--- src/rtl/p_vector_packer.sv ---
// P-vector packer: collects N elements into one wide row and writes one row per
// cluster to the downstream P memory. Each run through all clusters is one pass.
module p_vector_packer #(
  parameter int number_of_clusters              = 1,
  parameter int number_of_equations_per_cluster = 9,
  parameter int element_width                   = 32,
  parameter int address_width                   = 20
) (
  input  logic                                                    clk,
  input  logic                                                    rst_n,
  input  logic                                                    start,
  input  logic                                                    in_valid,
  input  logic [element_width-1:0]                                in_data,
  output logic                                                    in_ready,
  output logic                                                    mem_write_enable,
  output logic [address_width-1:0]                                mem_write_address,
  output logic [number_of_equations_per_cluster*element_width-1:0] mem_write_data,
  output logic                                                    busy,
  output logic                                                    done
);

  localparam int N         = number_of_equations_per_cluster;
  localparam int W         = element_width;
  localparam int ELEM_BITS = (N > 1) ? $clog2(N) : 1;
  localparam int CLUS_BITS = (number_of_clusters > 1) ? $clog2(number_of_clusters) : 1;
  localparam logic [ELEM_BITS-1:0] ELEM_LAST = ELEM_BITS'(N - 1);
  localparam logic [CLUS_BITS-1:0] CLUS_LAST = CLUS_BITS'(number_of_clusters - 1);

  typedef enum logic [1:0] {IDLE, COLLECT, WRITE, DONE} state_t;

  state_t               state;
  state_t               state_next;
  logic [ELEM_BITS-1:0] elem_count;
  logic [CLUS_BITS-1:0] clus_count;
  logic [N*W-1:0]       pack_reg;
  logic                 accept;

  assign accept = (state == COLLECT) && in_valid;

  always_comb begin
    state_next = state;
    case (state)
      IDLE:    if (start) state_next = COLLECT;
      COLLECT: if (accept && (elem_count == ELEM_LAST)) state_next = WRITE;
      WRITE:   state_next = (clus_count == CLUS_LAST) ? DONE : COLLECT;
      DONE:    state_next = IDLE;
      default: state_next = IDLE;
    endcase
  end

  always_ff @(posedge clk or negedge rst_n) begin
    if (!rst_n) state <= IDLE;
    else        state <= state_next;
  end

  // Element counter saturates at the last slot; WRITE rewinds it for the next row.
  always_ff @(posedge clk or negedge rst_n) begin
    if (!rst_n) begin
      elem_count <= '0;
      clus_count <= '0;
      pack_reg   <= '0;
    end else begin
      case (state)
        IDLE: begin
          if (start) begin
            elem_count <= '0;
            clus_count <= '0;
            pack_reg   <= '0;
          end
        end
        COLLECT: begin
          if (accept) begin
            pack_reg[elem_count*W +: W] <= in_data;
            if (elem_count != ELEM_LAST) elem_count <= elem_count + ELEM_BITS'(1);
          end
        end
        WRITE: begin
          if (clus_count != CLUS_LAST) begin
            clus_count <= clus_count + CLUS_BITS'(1);
            elem_count <= '0;
          end
        end
        default: ;
      endcase
    end
  end

  // Every output is a pure function of registered state, never of an input.
  assign in_ready          = (state == COLLECT);
  assign mem_write_enable  = (state == WRITE);
  assign mem_write_address = address_width'(clus_count);
  assign mem_write_data    = pack_reg;
  assign busy              = (state != IDLE);
  assign done              = (state == DONE);

endmodule
--- config.mk ---
export PLATFORM = sky130hd
export DESIGN_NAME = p_vector_packer
export DESIGN_NICKNAME = d
export VERILOG_FILES = /design/src/rtl/p_vector_packer.sv
export SDC_FILE = /design/constraint.sdc
export NUM_CORES = 1
export LEC_CHECK = 0
export BUFFER_PORTS_ARGS = -buffer_cell sky130_fd_sc_hd__buf_2
export CAP_MARGIN = 30
export CORE_MARGIN = 10
export CORE_UTILIZATION = 52
export DETAILED_ROUTE_END_ITERATION = 12
export GPL_TIMING_DRIVEN = 1
export PLACE_DENSITY = 0.8
export SETUP_SLACK_MARGIN = 0.3
export SLEW_MARGIN = 20
export SYNTH_ARGS = -nofsm -noshare
export SYNTH_HDL_FRONTEND = slang
export SYNTH_SLANG_ARGS = --single-unit
--- constraint.sdc ---
create_clock -name clk -period 2.75 [get_ports clk]
set_input_delay 0.55 -clock clk [delete_from_list [all_inputs] [get_ports clk]]
set_output_delay 0.55 -clock clk [all_outputs]
set_load 0.02 [all_outputs]
# Word level (Yosys, flattened, before mapping)
# Index checks and enable logic that the tools add are counted.
# classes
addsub,3
eq_ne,10
shifts,2
muxes,16
n_reduce_logical,11
# op_table
cell,n
2-to-1 mux 288 bit,2
one-hot mux 288 bit (2 select lines),1
bitwise mux 288 bit,1
variable shift 32 x 34 -> 288 bit (first input constant),1
indexed part select 32 x 34 -> 288 bit,1
negator 9 -> 34 bit,1
2-to-1 mux 4 bit,4
one-hot mux 4 bit (3 select lines),1
!= test 2 x 1 -> 1 bit (second input constant),4
one-hot mux 2 bit (4 select lines),1
2-to-1 mux 2 bit,3
nonzero test 2 bit,3
AND reduction 5 bit,1
adder 4 x 1 -> 4 bit (second input constant),1
equality test 2 bit (second input constant),2
equality test 4 bit (second input constant),1
!= test 4 bit (second input constant),1
AND reduction 2 bit,2
AND reduction 3 bit,1
nonzero test 3 bit,1
equality test 2 x 1 -> 1 bit (second input constant),1
logical AND 1 bit,2
zero test 2 bit,1
2-to-1 mux 1 bit,2
3 further kinds,3
# word_totals
ff_bits,295
output_inout_bits,312

# Depth between registers and ports, before layout
# Gate-level depths: netlist of run 1.
# logic_depth
word_depth,5
ltp_mapped,10
depth_no_buf,6

# Least setup slack after synthesis of run 1
# OpenSTA, ideal clock, no wires.
# synth_timing
path_type,reg2reg
startpoint,register elem_count[2]
endpoint,"register pack_reg[266], in the netlist mem_write_data[266]"
setup_ns,0.104
arrival_ns,2.252
t_required_ns,2.646
slack_ns,0.395
path_stages_with_launch,11
n_path_buf,4
period_less_slack_ns,2.355
cell_sequence,dfrtp_1 > buf_4 > nor3_1 > ha_1 > buf_2 > and3b_1 > buf_2 > o221ai_4 > clkbuf_1 > o211ai_1 > o311ai_1
# synth_between
elab_chain_cells,5
# synth_lines
element,line,text
"start, declared",33,logic [ELEM_BITS-1:0] elem_count;
"start signal, assigned",74,if (elem_count != ELEM_LAST) elem_count <= elem_count + ELEM_BITS'(1);
negator 9 -> 34 bit *,73,pack_reg[elem_count*W +: W] <= in_data;
indexed part select 32 x 34 -> 288 bit / variable shift 32 x 34 -> 288 bit (equally long branches),73,
bitwise mux 288 bit *,73,
2-to-1 mux 288 bit *,72,if (accept) begin
one-hot mux 288 bit (2 select lines) *,63,case (state)
"end signal, assigned by index",73,
"end, declared",35,logic [N*W-1:0] pack_reg;
# Mark *: on every way between the ends. The rest lies on a longest branch, timed or not. The select of a mux whose other input is x is not followed.
# A chain may end at the register's enable or synchronous reset.

# Worst setup path in the final report of run 1
# layout_timing
startpoint,register elem_count[1]
endpoint,"register pack_reg[89], in the netlist mem_write_data[89]"
# The elaborated chain is that of the path after synthesis.

==> results of run 1 <==
-- critical path: cells and delay by family, from the launching register on --
kind / cells / cell delay, ns
adders and majority gates: 1 / 0.21
and+or+nand+nor: 2 / 0.70
AOI/OAI and AO/OA: 2 / 0.48
DFF: 1 / 0.45
buffers and inverters: 2 / 0.37
-- final timing paths --
| check | from | to | slack (ns) |
|---|---|---|---|
| min | in_data[11] | mem_write_data[107] | 0.37 |
| max in group asynchronous | rst_n | mem_write_data[5] | 1.41 |
| max reg2reg | elem_count[1] | mem_write_data[89] | 0.39 |
| max | elem_count[1] | mem_write_data[89] | 0.39 |
| min in group asynchronous | rst_n | mem_write_data[42] | 0.53 |
| min reg2reg | mem_write_data[204] | mem_write_data[204] | 0.50 |
-- final cells by class --
type / count / area (um^2)
multi-input cells: 558 / 4237
clock buffers: 41 / 872.1
repair buffers: 373 / 2148
clock inverters: 13 / 188.9
inverters: 19 / 71.32
well taps: 313 / 391.6
fillers: 1706 / 7579
flip-flops and latches: 294 / 7360
-- layout by cell type, fill, tap and decap left out, types with 3 or more instances in the layout --
cell | netlist | routed
nor2_1 | 10 | 6
dfrtp_1 | 294 | 292
clkbuf_8 | 0 | 8
conb_1 | 1 | 20
bufinv_16 | 0 | 4
buf_4 | 27 | 32
clkinv_2 | 0 | 4
clkbuf_1 | 33 | 3
ha_4 | 0 | 3
a32o_1 | 32 | 32
nand3_1 | 37 | 37
buf_2 | 41 | 326
nand2_1 | 110 | 109
nor3_2 | 2 | 3
inv_1 | 19 | 19
nor2_2 | 0 | 3
clkbuf_16 | 0 | 30
nor3_4 | 0 | 3
ha_1 | 9 | 6
a22o_1 | 183 | 183
mux2i_1 | 10 | 10
buf_12 | 0 | 12
o211ai_1 | 33 | 33
o311ai_1 | 29 | 32
o311ai_0 | 34 | 31
-- cell families after synthesis --
group,Yosys count
other cells,1
xor+xnor,2
flops,294
simple gates,184
mux,11
fa+ha+maj,9
compound gates,330
buf+inv,162
-- per-stage QoR --
| stage | hold WS [ns] | utilization [%] |
|---|---|---|
| 3_5_place_dp | 0.4851 | 61.62 |
| 2_1_floorplan | 0.2544 | - |
| 6_report | 0.3679 | 66.83 |
| 5_1_grt | 0.3738 | 66.83 |
| 3_3_place_gp | 0.4835 | 61.62 |
| 4_1_cts | 0.3550 | 66.54 |
-- flip-flops by register name, indices dropped and copies added, names as in the netlist --
| signal | cells |
|---|---|
| mem_write_data | 288 |
| elem_count | 4 |
| state | 2 |
-- power groups by stage --
stage / Clock (mW) / Combinational [mW] / Sequential (mW)
after floorplan: 0 / 2.78 / 6.36
after global placement: 0 / 5.49 / 5.60
after detailed placement: 0 / 5.60 / 5.64
after CTS: 4.36 / 5.67 / 5.58
after global routing: 4.54 / 6.23 / 5.68
final: 4.31 / 5.81 / 5.59
-- metal layers --
layer	up-vias	global-route usage, %
met5	-	0
met4	0	8.193
met3	81	6.905
met2	526	41.23
met1	5090	34.28
li1	4259	-
-- repair_timing --
item,in CTS,in global routing
hold buffers,1,0
setup endpoints to repair,236,225
gates cloned,2,0
pin swaps,1,2
gates resized for setup,10,10
endpoints found under the hold margin,48,0
setup buffers,0,4
==> impl_results.md, run 1 <==
- Status: finished clean
- Clk pwr share: 27.4%
- Count leader, synth: dfrtp_1
- PwrDens: 1029 nW/um^2
- Met3 WL post-DR: 3.595 mm
- Final Hold Viols: 0
- Synth Area in Compound Gates: 24.02%
- IO Pins: 348
- Comb pwr share: 37.0%
- Post-synth ARST share: 100.0%
- Post-route antenna net violation count: 0
- Post-synthesis sequential area ratio: 60.46%
- Area grow syn2layout: 25.47%
- Final setup fails: 0
- Vias per inst: 6.180
- I/O Buffers: 327
- Via count: 9956
- GPL Wtd Cong: 0.8944
- Routed len/inst: 25.25 um
- CP endpoint kind: register
- Total track usage: 26.02%
- Post-synthesis xor/xnor area fraction: 0.2982%
- Post-synthesis mux area share: 0.9151%
- Layout cells sized above 1: 35.21%
- Total of max-cap violations: 0
- Area of the mapped netlist: 12170 um^2
- Synth Flop Type: dfrtp_1
- Clock slew at reported path FFs: 0.06 ns
- Root buf cell: clkbuf_16
- CTS sink count: 294
- Hold WC Path Type: input pin to register
- Largest family of logic cells by synthesized area: compound AO/OA/AOI/OAI gates
- Drt drc: 0
- Total chip power: 15.72 mW
- Flop pwr share: 35.6%
- Period minus WS final: 2.356 ns
- Drt total wl: 40.67 mm
- Largest net degree at the start of global routing: 129
- Worst Tran Pin Value: 0.6429 ns
- Core area: 22850 um^2
- Worst skew pair latency: 0.55 ns
- Slew Limit Fails: 0
- Vias in the first global route: 10134
- Post-synth top area share: 60.46%
- Setup TNS: 0 ns
- Maximum clock frequency: 424.4 MHz
- Worst path required time: 3.18 ns
- CTS max path bufs: 3
- R2R depth: 7
- Initial Util: 53.26%
- Slew HR: 57.14%
- Number of synthesized register bits: 294
- Met2 Wirelength: 19.43 mm
- Setup Crit Path Kind: register to register
- Pleak: 8.019 nW
- Pre-antenna DRT Iters: 5
- Row count: 55
- Crit share post-route: 85.67%
- Worst Skew: 0.006598 ns
- Grt total ovfl: 0
- Final non-filler cell area: 15270 um^2
- Post-synth EDFFs: 0
- Slowest Stage Delay on Critical Path: 0.45 ns
- Placed wire-length estimate: 27.72 mm
- YS warnings: 0
- Synth cell count leaders: dfrtp_1, a22o_1, nand2_1
- Final cell count without fillers: 1611
- P_sw: 6.327 mW
- Top cells by area, synth: dfrtp_1, a22o_1, nand2_1
- Max VDD drop: 0.0008627 V
- CTS tree: built
- # diodes: 0
- Post-Synthesis Mean Instance Area: 12.25 um^2
- Die area: 29920 um^2
- Worst EP arrival: 2.79 ns
- CP Launch Type: register
- First-pass GRT wire length: 62.38 mm
- Slowest cell on the critical path: dfrtp_2
- Met1 Wirelength: 16.40 mm
- Synthesized instance count: 993
- Placed Cells: 1550
- Internal Pwr Total: 9.389 mW
- RSZ-0062 raised after global routing: false
- Hold Path Depth: 3
- Die height: 173.0 um
- Antenna violations before repair: 0
- DR iter-0 viols: 1109
- CTS buffer count: 30
- Post-Synth Adder-Cell Area: 0.9254%
- Switching portion of total power: 40.26%
- Top cell type by total area after synthesis: dfrtp_1
- Post-DP Area: 14080 um^2
- Die W: 173.0 um
- Simple-gate share of the synthesized area: 6.858%
- CP max FO: 24
- H-Tree Depth: 1
- Nets: 1321
- CP Cell Sequence: inv_1, ha_4, and2b_2, o2111ai_1, or3_1, buf_4, a32o_1
- Yosys cell types: 51
- Setup ws final: 0.3940 ns
- Uppermost layer routed: met4
- Pre-CTS setup slack: 0.1314 ns
Note: power is estimated with default switching activity, not from simulation.
==> inputs of run 2 (changes only) <==
BUFFER_PORTS_ARGS = unset   (was -buffer_cell sky130_fd_sc_hd__buf_2)
CORE_UTILIZATION = 63   (was 52)
DONT_BUFFER_PORTS = 1   (was unset)
MAX_ROUTING_LAYER = met4   (was unset)
PLACE_DENSITY = 0.79   (was 0.8)
SKIP_CTS_REPAIR_TIMING = 1   (was unset)
==> impl_results.md, run 2 (same netlist as run 1, synthesis figures left out) <==
- Worst path required time: 3.18 ns (about the same)
- Grt total ovfl: 0 (unchanged)
- Leading cell type in the layout, fill and taps excluded: dfrtp_1
- Die area: 25270 um^2 (-16%)
- Final Hold Viols: 294 (+294)
- Total track usage: 29.02% (+3.0 points)
- Row count: 50 (-9.1%)
- CP Launch Type: register
- Status: complete, but fails checks
- P_sw: 5.919 mW (-6.4%)
- Slowest cell on the critical path: dfrtp_2
- Layout cells sized above 1: 11.76% (-23 points)
- Die height: 159.0 um (-8.1%)
- Antenna violations before repair: 0 (unchanged)
- Maximum clock frequency: 416.9 MHz (-1.8%)
- CP Cell Sequence: inv_1, ha_4, and2b_2, o2111ai_1, or3_1, buf_4, a32o_1
- CP max FO: 19 (-21%)
- # diodes: 0 (unchanged)
- Slowest Stage Delay on Critical Path: 0.47 ns (+0.02 ns)
- Failing checks: negative hold slack
- Routed len/inst: 30.90 um (+22%)
- Internal Pwr Total: 8.596 mW (-8.5%)
- Vias in the first global route: 8327 (-18%)
- Clock slew at reported path FFs: 0.07 ns (about the same)
- IO Pins: 348 (unchanged)
- Root buf cell: clkbuf_16
- Max reg flops: 288 (unchanged)
- Flop pwr share: 45.7% (+10 points)
- CTS buffer count: 29 (-3.3%)
- Period minus WS final: 2.399 ns (+0.04257 ns)
- Initial Util: 64.62% (+11 points)
- Area grow syn2layout: 9.325%
- Slew Limit Fails: 0 (unchanged)
- H-Tree Depth: 1 (unchanged)
- Slew HR: 63.83% (+6.7 points)
- Worst skew pair latency: 0.55 ns (about the same)
- Placed wire-length estimate: 24.93 mm (-10%)
- Total of max-cap violations: 0 (unchanged)
- CTS sink count: 294 (unchanged)
- DR iter-0 viols: 810 (-27%)
- PwrDens: 1091 nW/um^2 (+6.0%)
- I/O Buffers: 0 (-100%)
- Finished Core Util: 70.65% (+3.8 points)
- Total chip power: 14.51 mW (-7.6%)
- Comb pwr share: 26.8% (-10 points)
- Final setup fails: 0 (unchanged)
- Pre-antenna DRT Iters: 5 (unchanged)
- Switching portion of total power: 40.78% (+0.52 points)
- GPL Wtd Cong: 0.9391 (+5.0%)
- R2R depth: 7 (unchanged)
- First-pass GRT wire length: 55.96 mm (-10%)
- Die W: 159.0 um (-8.1%)
- RSZ-0062 raised after global routing: true
- Nets: 983 (-26%)
- Crit Reg-Reg Startpoint: elem_count[0]
- Core area: 18830 um^2 (-18%)
- Post-route antenna net violation count: 0 (unchanged)
- Vias per inst: 7.088 (+15%)
- Drt total wl: 37.73 mm (-7.2%)
- Worst Skew: 0.01213 ns (+0.005529 ns)
- Crit share post-route: 87.22% (+1.5 points)
- Max VDD drop: 0.0007473 V (-13%)
- Worst Tran Pin Value: 0.5425 ns (-0.1004 ns)
- Clk pwr share: 27.5% (about the same)
- Hold_ws: -0.3031 ns (-0.6710 ns)
- Worst R2R Setup Slack: 0.35 ns (-0.04 ns)
- CTS tree: built
- Reg2reg end: mem_write_data[66]
- Setup TNS: 0 ns (unchanged)
- Hold WC Path Type: input pin to async pin
- Worst EP arrival: 2.83 ns (+0.04 ns)
- Via count: 8655 (-13%)
- CTS max path bufs: 3 (unchanged)
- Setup Crit Path Kind: register to register
- Pleak: 6.130 nW (-24%)
- CP endpoint kind: register
- Largest net degree at the start of global routing: 295 (+130%)
- Drt drc: 0 (unchanged)
- Most frequent cells in the layout: dfrtp_1, a22o_1, nand2_1, nand3_1, o211ai_1
[run 2: cell type report]
class | count | area (um^2)
Clock inverter | 13 | 148.9
Sequential cell | 294 | 7361
Multi-Input combinational cell | 557 | 4209
Clock buffer | 41 | 800.8
Timing Repair Buffer | 37 | 387.9
Fill cell | 1242 | 5527
Inverter | 19 | 71.32
Tap cell | 260 | 325.3
[run 2: power groups by stage]
stage	clock network, mW	logic (mW)	registers, mW
floorplan	0	2.78	6.36
global placement	0	3.57	6.67
detailed placement	0	3.67	6.71
CTS	4.00	3.69	6.64
global route	4.20	4.21	6.74
finish	3.99	3.89	6.63
[run 2: through the flow]
step	cells	cell area, um^2	setup slack [ns]
floorplan	1012	12240	0.3946
global placement	1160	12240	0.2861
detailed placement	1160	12240	0.1464
CTS	1214	13190	0.1318
global route	1221	13300	0.2782
finish	1221	13300	0.3514
[run 2: metal layers]
metal | GRT usage (%) | share of wire [%]
met1 | 36.84 | 38
met3 | 11.95 | 13
met4 | 8.719 | 2.6
met5 | - | 0
met2 | 42.00 | 46
[run 2: worst max-delay path: cells and delay by family (launching register included)]
family	cells	cell delay, ns
buffers and inverters	2	0.36
adder cells (fa/ha/maj)	1	0.21
AO/OA/AOI/OAI	2	0.50
AND/OR/NAND/NOR	2	0.72
flip-flops	1	0.47
[run 2: how the worst max path moves through the flow]
| stage | start | endpoint | slack, ns | cells after the start |
|---|---|---|---|---|
| 2_1_floorplan | elem_count[2] | mem_write_data[266] | 0.39 | 10 |
| 3_3_place_gp | elem_count[1] | mem_write_data[16] | 0.29 | 8 |
| 3_5_place_dp | elem_count[1] | mem_write_data[16] | 0.15 | 8 |
| 4_1_cts | elem_count[0] | mem_write_data[16] | 0.13 | 8 |
| 6_report | elem_count[0] | mem_write_data[66] | 0.35 | 7 |
| 5_1_grt | elem_count[1] | mem_write_data[16] | 0.28 | 8 |
